===== config.mk =====
export PLATFORM = sky130hd
export DESIGN_NAME = elastic_pipe_reg
export DESIGN_NICKNAME = d
export VERILOG_FILES = /design/src/rtl/elastic_pipe_reg.sv
export SDC_FILE = /design/constraint.sdc
export NUM_CORES = 1
export LEC_CHECK = 0
export CORE_AREA = 2 2 116 118
export DETAILED_ROUTE_END_ITERATION = 7
export DIE_AREA = 0 0 118 120
export PLACE_DENSITY = 0.66
export SETUP_SLACK_MARGIN = 0.2
export SLEW_MARGIN = 10
export SYNTH_ARGS = -nofsm -noshare
export SYNTH_HDL_FRONTEND = slang
export SYNTH_SLANG_ARGS = --single-unit

===== constraint.sdc =====
create_clock -name clk -period 3.3 [get_ports clk]
set_input_delay 0.495 -clock clk [delete_from_list [all_inputs] [get_ports clk]]
set_output_delay 0.495 -clock clk [all_outputs]
set_load 0.03 [all_outputs]

===== src/rtl/elastic_pipe_reg.sv =====
// Elastic register chain: DEPTH signed stages with per-stage valid, valid/ready
// backpressure, bubble squeeze, synchronous flush and an occupancy counter.

module elastic_pipe_stage #(
  parameter int DWIDTH = 32
) (
  input  logic              clk,
  input  logic              reset,
  input  logic              flush,
  input  logic              rdy,
  input  logic              src_valid,
  input  logic [DWIDTH-1:0] src_data,
  output logic              v,
  output logic [DWIDTH-1:0] data
);
  always_ff @(posedge clk) begin
    if (reset) begin
      v    <= 1'b0;
      data <= '0;
    end else if (flush) begin
      v <= 1'b0;
    end else if (rdy) begin
      v <= src_valid;
      // data only moves with a real sample so a drained stage keeps its last value
      if (src_valid) data <= src_data;
    end
  end
endmodule

module elastic_pipe_reg #(
  parameter int DWIDTH = 32,
  parameter int DEPTH  = 4,
  parameter int CWIDTH = $clog2(DEPTH+1)
) (
  input  logic              clk,
  input  logic              reset,
  input  logic              flush,
  input  logic [DWIDTH-1:0] in_data,
  input  logic              in_valid,
  output logic              in_ready,
  output logic [DWIDTH-1:0] out_data,
  output logic              out_valid,
  input  logic              out_ready,
  output logic [CWIDTH-1:0] count
);
  logic [DEPTH-1:0]             vld_pipe;
  logic [DEPTH-1:0][DWIDTH-1:0] data_pipe;
  logic [DEPTH:0]               rdy;
  logic                         accept, emit;

  // A stage can take a new sample if it is empty or everything ahead of it moves.
  always_comb begin
    rdy        = '0;
    rdy[DEPTH] = out_ready;
    for (int i = DEPTH-1; i >= 0; i--)
      rdy[i] = ~vld_pipe[i] | rdy[i+1];
  end

  for (genvar i = 0; i < DEPTH; i++) begin : g_stage
    logic              src_v;
    logic [DWIDTH-1:0] src_d;
    if (i == 0) begin : g_head
      assign src_v = in_valid;
      assign src_d = in_data;
    end else begin : g_body
      assign src_v = vld_pipe[i-1];
      assign src_d = data_pipe[i-1];
    end
    elastic_pipe_stage #(.DWIDTH(DWIDTH)) u_stage (
      .clk       (clk),
      .reset     (reset),
      .flush     (flush),
      .rdy       (rdy[i]),
      .src_valid (src_v),
      .src_data  (src_d),
      .v         (vld_pipe[i]),
      .data      (data_pipe[i])
    );
  end

  assign in_ready  = rdy[0] & ~flush;
  assign out_valid = vld_pipe[DEPTH-1] & ~flush;
  assign out_data  = data_pipe[DEPTH-1];
  assign accept    = in_valid & in_ready;
  assign emit      = out_valid & out_ready;

  always_ff @(posedge clk) begin
    if (reset || flush)      count <= '0;
    else if (accept && !emit) count <= count + CWIDTH'(1);
    else if (emit && !accept) count <= count - CWIDTH'(1);
  end
endmodule


==> results of run 1 <==
routing by layer:
| layer | share of wire [%] | global-route usage [%] | up-vias | wire, µm |
|---|---|---|---|---|
| met5 | 0 | 0 | - | 0 |
| met4 | 0.61 | 5.65 | 0 | 72 |
| met3 | 5.8 | 4.90 | 4 | 682 |
| met2 | 44 | 24.9 | 104 | 5170 |
| met1 | 50 | 24.5 | 2001 | 5890 |
| li1 | - | - | 2231 | - |
through the flow:
step	utilization [%]	setup slack (ns)	hold slack [ns]	area (µm²)	power [mW]
after floorplan	-	0.765	0.440	5410	1.81
after global placement	47.3	0.576	0.451	6140	1.87
after detailed placement	47.3	0.497	0.456	6140	1.87
after CTS	51.7	0.633	0.464	6710	3.67
after global routing	51.7	0.564	0.485	6710	3.76
final	51.7	0.635	0.459	6710	3.64
logic make-up after synthesis:
| family | Yosys count | synth area share, % |
|---|---|---|
| buffers and inverters | 64 | 5.55 |
| AOI/OAI and AO/OA | 197 | 18.4 |
| xor gates and xnor gates | 2 | 0.324 |
| and+or+nand+nor | 186 | 19.0 |
| DFF | 135 | 50.0 |
| adders and majority gates | 2 | 0.602 |
| muxes | 33 | 6.11 |
worst reg2reg max path, cell delays in order (launching register included):
cell and delay (ns):
sky130_fd_sc_hd__dfxtp_1 0.35, sky130_fd_sc_hd__and4b_1 0.28, sky130_fd_sc_hd__a21oi_4 0.17, sky130_fd_sc_hd__ha_1 0.19, sky130_fd_sc_hd__inv_1 0.06, sky130_fd_sc_hd__fa_1 0.37
sky130_fd_sc_hd__xor2_1 0.16, sky130_fd_sc_hd__or3_1 0.31, sky130_fd_sc_hd__a21oi_1 0.13
layout make-up:
type                    count  area, µm²
multi-input cells         420       2410
inverters                   2       7.51
clock inverters             3       65.1
clock buffers              27        503
repair buffers             81        801
fillers                  1221       6270
flip-flops and latches    135       2700
well taps                 176        220
worst max path at each step:
stage                         start  endpoint  slack, ns  cells past startpoint
after detailed placement      flush  count[2]       0.50                      9
after global routing      out_ready  in_ready       0.56                      4
final                     out_ready  in_ready       0.64                      4
after CTS                 out_ready  in_ready       0.63                      4
after floorplan               flush  count[2]       0.76                     10
after global placement    out_ready  count[2]       0.58                      9
registers in the layout, indices dropped and copies added (netlist names):
| register | flops |
|---|---|
| count | 3 |
| g_stage.u_stage.v | 4 |
| g_stage.u_stage.data | 128 |
cells in the final DEF, fill, tap and decap left out, drive strengths merged:
| master | netlist | layout |
|---|---|---|
| inv | 2 | 2 |
| mux2i | 33 | 33 |
| a21oi | 100 | 100 |
| dfxtp | 135 | 135 |
| clkinv | 0 | 1 |
| clkdlybuf4s50 | 0 | 72 |
| nand2b | 69 | 69 |
| nor2b | 4 | 4 |
| or3 | 1 | 1 |
| o21ai | 97 | 97 |
| and3b | 1 | 1 |
| ha | 1 | 1 |
| nand4b | 1 | 1 |
| bufinv | 0 | 2 |
| nand3b | 1 | 1 |
| and4b | 1 | 1 |
| xor2 | 2 | 2 |
| nor2 | 10 | 10 |
| and2b | 1 | 1 |
| nand3 | 96 | 96 |
| nand2 | 1 | 1 |
| fa | 1 | 1 |
| clkbuf | 54 | 27 |
| buf | 8 | 9 |
where the power goes:
part / internal, mW / leakage, nW / switching [mW]
clock network: 1.18 / 0.278 / 0.621
logic: 0.0859 / 0.839 / 0.0778
registers: 1.66 / 1.09 / 0.0159
==> results.py, run 1 <==
metrics = {
    "global_routing": {
        "gr-usage-all-layers_pct": 17.2,
        "largest_net_degree_at_the_start_of_global_routing": 90,
        "grt_pass1_vias": 4085,
        "grt_remaining_overflow": 0,
        "first_pass_grt_wire_length_um": 19900,
        "antenna_found_initial": 0,
    },
    "critical_path": {
        "worst-r2r-setup-slack_ns": 1.21,
        "cpPeakStageDelay_ns": 0.69,
        "worst-path-max-fanout": 7,
        "path_cells": "clkdlybuf4s50_1 -> and4b_1 -> a21oi_1 -> clkdlybuf4s50_1",
        "rr_startpoint": "g_stage[3].u_stage.v",
        "crit_path_start_kind": "input port",
        "worst_path_most_repeated_cell": "sky130_fd_sc_hd__clkdlybuf4s50_1",
        "r2r-end": "count[2]",
        "timing.setup.critical_path_class": "in -> out",
        "cp.buffers_inverters": 2,
        "critPathTopFamily": "buffers and inverters",
        "timing.critical_path.to_type": "primary output",
        "worst_reg2reg_path_length_in_cells": 8,
        "cp_slowest_cell": "sky130_fd_sc_hd__clkdlybuf4s50_1",
        "worst_ep_required_time_ns": 2.80,
        "critPathArrivalTime_ns": 2.17,
    },
    "routing": {
        "vias_per_cell": 5.14,
        "drt_pass1_iterations": 5,
        "drt_iter0_markers": 305,
        "antenna_violating_nets_post_route": 0,
        "post-route-drc-count": 0,
        "drt-total-wl_um": 11800,
        "routed_wire_length_per_instance_um": 14.0,
        "vias": 4340,
    },
    "synth": {
        "synth_common_cells": "135 x sky130_fd_sc_hd__dfxtp_1, 99 x sky130_fd_sc_hd__a21oi_1, 97 x sky130_fd_sc_hd__o21ai_0",
        "yosys.area.top_type": "sky130_fd_sc_hd__dfxtp_1",
        "syn_inst": 619,
        "synth-seq-area-share_pct": 50.0,
        "async_reset_ff_share_pct": 0,
        "cell_area_after_technology_mapping_um2": 5410,
        "synth_area_per_cell_um2": 8.74,
        "synth_most_common_cell": "sky130_fd_sc_hd__dfxtp_1",
        "synth.yosys.warnings": 0,
        "synthTopCellsByArea": "sky130_fd_sc_hd__dfxtp_1 50%, sky130_fd_sc_hd__a21oi_1 9.2%, sky130_fd_sc_hd__o21ai_0 9.0%",
        "synth_top_cell_area_share_pct": 50.0,
        "synth-seq-cells": 135,
        "synth_cell_type_count": 25,
        "synth.net_count": 658,
        "ys.flop_type": "sky130_fd_sc_hd__dfxtp_1",
        "synth_edf_count": 0,
    },
    "hold_path": {
        "min_from": "g_stage[1].u_stage.data[8]",
        "holdCritPathClass": "reg -> reg",
        "worst_hold_path.num_cells": 2,
        "end_of_the_worst_hold_path": "g_stage[2].u_stage.data[8]",
    },
    "final_layout": {
        "antenna_cells": 0,
        "areaGrowthSynthToFinish_pct": 24.1,
        "stdcell_count": 844,
        "final_net_count": 696,
        "layout_cell_share_with_drive_strength_beyond_1_pct": 5.54,
    },
    "place": {
        "gp_routability_congestion": 0.805,
        "portBuffers": 73,
        "dp_hpwl_um": 7570,
        "placed_cells_incl_taps": 814,
    },
    "floorplanning": {
        "die_width_um": 118,
        "start_util_pct": 41.7,
        "core-area_um2": 13000,
        "pin_count": 74,
        "rows": 42,
        "die_h_um": 120,
        "die_area_um2": 14200,
    },
    "clocking": {
        "cts_hold_bufs": 0,
        "path_clk_slew_ns": 0.05,
        "worstSkewPairLatency_ns": 0.41,
        "cts_tree": "built",
        "number_of_levels_in_the_clock_h_tree": 4,
        "clock_sink_count": 135,
        "cts_repair_resize_count": 0,
        "postCtsSetupBuffers": 0,
        "cts-root-buf": "sky130_fd_sc_hd__clkbuf_16",
        "cts-buffers-inserted": 17,
        "cts_buffer_depth": 2,
    },
    "timing": {
        "finalClockSkew_ns": 0.00592,
        "period_minus_slack_ns": 2.66,
        "rsz0062_at_grt": "false",
        "slew-limit-headroom_pct": 24.2,
        "setup_viol_count_final": 0,
        "timing.fmax_mhz": 375,
        "timing_worst_slew_pin_value_ns": 1.13,
        "fin_setup_tns_ns": 0,
        "final_hold_viol_count": 0,
        "slew_violations": 0,
        "finalCritPeriodShare_pct": 80.7,
    },
    "power_and_ir_drop": {
        "pwr_density_cell_nw_per_um2": 542,
        "power_leakage_nw": 2.21,
        "ir_drop_v": 0.000331,
    },
    "status": {
        "run_status": "finished, final reports clean",
    },
    "flow_run": {
        "max_cap_viols": 0,
    },
}
Note: power is estimated with default switching activity, not from simulation.
==> run 2: changes to the inputs <==
==> constraint.sdc (replaced) <==
create_clock -name clk -period 2.6 [get_ports clk]
set_input_delay 0.39 -clock clk [delete_from_list [all_inputs] [get_ports clk]]
set_output_delay 0.39 -clock clk [all_outputs]
set_load 0.03 [all_outputs]
==> results.py, run 2 (synthesis gave the netlist of run 1 again) <==
metrics = {
    "global_routing": {
        "first_pass_grt_wire_length_um": 20400,
        "antenna_found_initial": 0,
        "grt_remaining_overflow": 0,
        "grt_pass1_vias": 4235,
        "gr-usage-all-layers_pct": 17.8,
        "largest_net_degree_at_the_start_of_global_routing": 68,
    },
    "critical_path": {
        "cp.buffers_inverters": 3,
        "critPathArrivalTime_ns": 1.87,
        "worst_path_most_repeated_cell": "sky130_fd_sc_hd__clkdlybuf4s50_1",
        "worst-r2r-setup-slack_ns": 0.50,
        "cp_slowest_cell": "sky130_fd_sc_hd__clkdlybuf4s50_1",
        "timing.critical_path.to_type": "primary output",
        "critPathTopFamily": "buffers and inverters",
        "worst_reg2reg_path_length_in_cells": 8,
        "crit_path_start_kind": "input port",
        "r2r-end": "count[2]",
        "worst-path-max-fanout": 8,
        "timing.setup.critical_path_class": "in -> out",
        "worst_ep_required_time_ns": 2.21,
        "path_cells": "clkdlybuf4s50_1 -> buf_4 -> nor2b_1 -> clkdlybuf4s50_1",
        "cpPeakStageDelay_ns": 0.70,
        "rr_startpoint": "g_stage[3].u_stage.v",
        "worstSetupStartpoint": "flush",
    },
    "place": {
        "pre_cts_ws_ns": 0.0281,
        "placed_area_um2": 6190,
        "dp_hpwl_um": 7770,
        "gp_routability_congestion": 0.775,
        "placed_cells_incl_taps": 821,
        "portBuffers": 73,
    },
    "final_layout": {
        "areaGrowthSynthToFinish_pct": 27.1,
        "antenna_cells": 0,
        "largest_register_ff_count": 128,
        "largest_registers": "g_stage.u_stage.data: 128 flops, g_stage.u_stage.v: 4 flops, count: 3 flops",
        "stdcell_count": 853,
        "largest_register": "g_stage.u_stage.data",
        "layout_cell_share_with_drive_strength_beyond_1_pct": 7.83,
        "fin_area_um2": 6870,
        "layout_commonest_cell": "sky130_fd_sc_hd__dfxtp_1",
        "final_cell_mix": "135 x sky130_fd_sc_hd__dfxtp_1, 99 x sky130_fd_sc_hd__a21oi_1, 97 x sky130_fd_sc_hd__o21ai_0",
        "final_net_count": 703,
    },
    "clocking": {
        "number_of_levels_in_the_clock_h_tree": 4,
        "path_clk_slew_ns": 0.06,
        "cts_tree": "built",
        "clock_sink_count": 135,
        "worstSkewPairLatency_ns": 0.41,
        "cts-root-buf": "sky130_fd_sc_hd__clkbuf_16",
        "cts-buffers-inserted": 17,
        "cts_buffer_depth": 2,
        "cts_hold_bufs": 0,
    },
    "floorplanning": {
        "die_width_um": 118,
        "die_area_um2": 14200,
        "die_h_um": 120,
        "rows": 42,
        "pin_count": 74,
        "start_util_pct": 41.7,
        "core-area_um2": 13000,
    },
    "timing": {
        "setup_viol_count_final": 0,
        "final_hold_viol_count": 0,
        "finalCritPeriodShare_pct": 87.0,
        "timing.fmax_mhz": 442,
        "slew_violations": 0,
        "final.setup.worst_slack_ns": 0.338,
        "fin_hold_ws_ns": 0.456,
        "finalClockSkew_ns": 0.00687,
        "timing_worst_slew_pin_value_ns": 0.983,
        "rsz0062_at_grt": "false",
        "period_minus_slack_ns": 2.26,
        "slew-limit-headroom_pct": 34.4,
        "fin_setup_tns_ns": 0,
    },
    "routing": {
        "post-route-drc-count": 0,
        "vias_per_cell": 5.24,
        "vias": 4466,
        "antenna_violating_nets_post_route": 0,
        "drt_iter0_markers": 332,
        "routed_wire_length_per_instance_um": 14.2,
        "drt-total-wl_um": 12100,
        "drt_pass1_iterations": 5,
    },
    "power_and_ir_drop": {
        "power_leakage_nw": 2.31,
        "ir_drop_v": 0.000481,
        "pwr_density_cell_nw_per_um2": 734,
    },
    "hold_path": {
        "min_from": "g_stage[2].u_stage.data[31]",
        "worst_hold_path.num_cells": 2,
        "end_of_the_worst_hold_path": "g_stage[3].u_stage.data[31]",
        "holdCritPathClass": "reg -> reg",
    },
    "flow_run": {
        "max_cap_viols": 0,
    },
    "status": {
        "run_status": "finished, final reports clean",
    },
}
run 2: changes by cell type in the layout (fill, tap and decap cells not counted), sizes merged:
cell,delta
clkinv,+5
clkdlybuf4s50,-1
bufinv,+4
clkbuf,-8
dlymetal6s2s,+1
buf,+7
clkinvlp,+1
run 2: worst min-delay path: stages (launching register included):
cell and delay, ns:
sky130_fd_sc_hd__dfxtp_1 0.30, sky130_fd_sc_hd__nand3_1 0.06, sky130_fd_sc_hd__a21oi_1 0.05
run 2: cell type report:
cell class                      count  area, µm²
Fill cell                        1244       6110
Sequential cell                   135       2700
Multi-Input combinational cell    420       2420
Timing Repair Buffer               88        843
Clock buffer                       19        453
Clock inverter                     13        225
Tap cell                          176        220
Inverter                            2       7.51
run 2: worst max-delay path by stage:
stage,end,slack [ns],cells past startpoint
after CTS,in_ready,0.24,4
final,out_valid,0.34,4
after detailed placement,count[2],0.03,9
after global placement,count[2],0.1,9
after floorplan,count[2],0.20,10
after global routing,out_valid,0.28,4
run 2: layer usage:
layer  wire length [µm]  track usage, %
met1               5920            24.5
met2               5480            27.1
met3                546            4.28
met4                177            6.40
met5                  0               0
run 2: what timing repair did:
action                     4_1_cts  5_1_grt
resized for setup                0        1
buffers inserted                 0        0
setup endpoints to repair        0        1
run 2: through the flow:
stage / util (%) / total power, mW
6_report: 52.9 / 5.04
5_1_grt: 52.9 / 5.19
4_1_cts: 52.9 / 5.08
3_5_place_dp: 47.7 / 2.38
3_3_place_gp: 47.7 / 2.37
2_1_floorplan: - / 2.30
run 2: where the power goes:
part           internal, mW  switching [mW]  total, mW
registers              2.10          0.0205       2.12
logic                 0.111          0.0997      0.210
clock network          1.84           0.868       2.71
total                  4.06           0.988       5.04
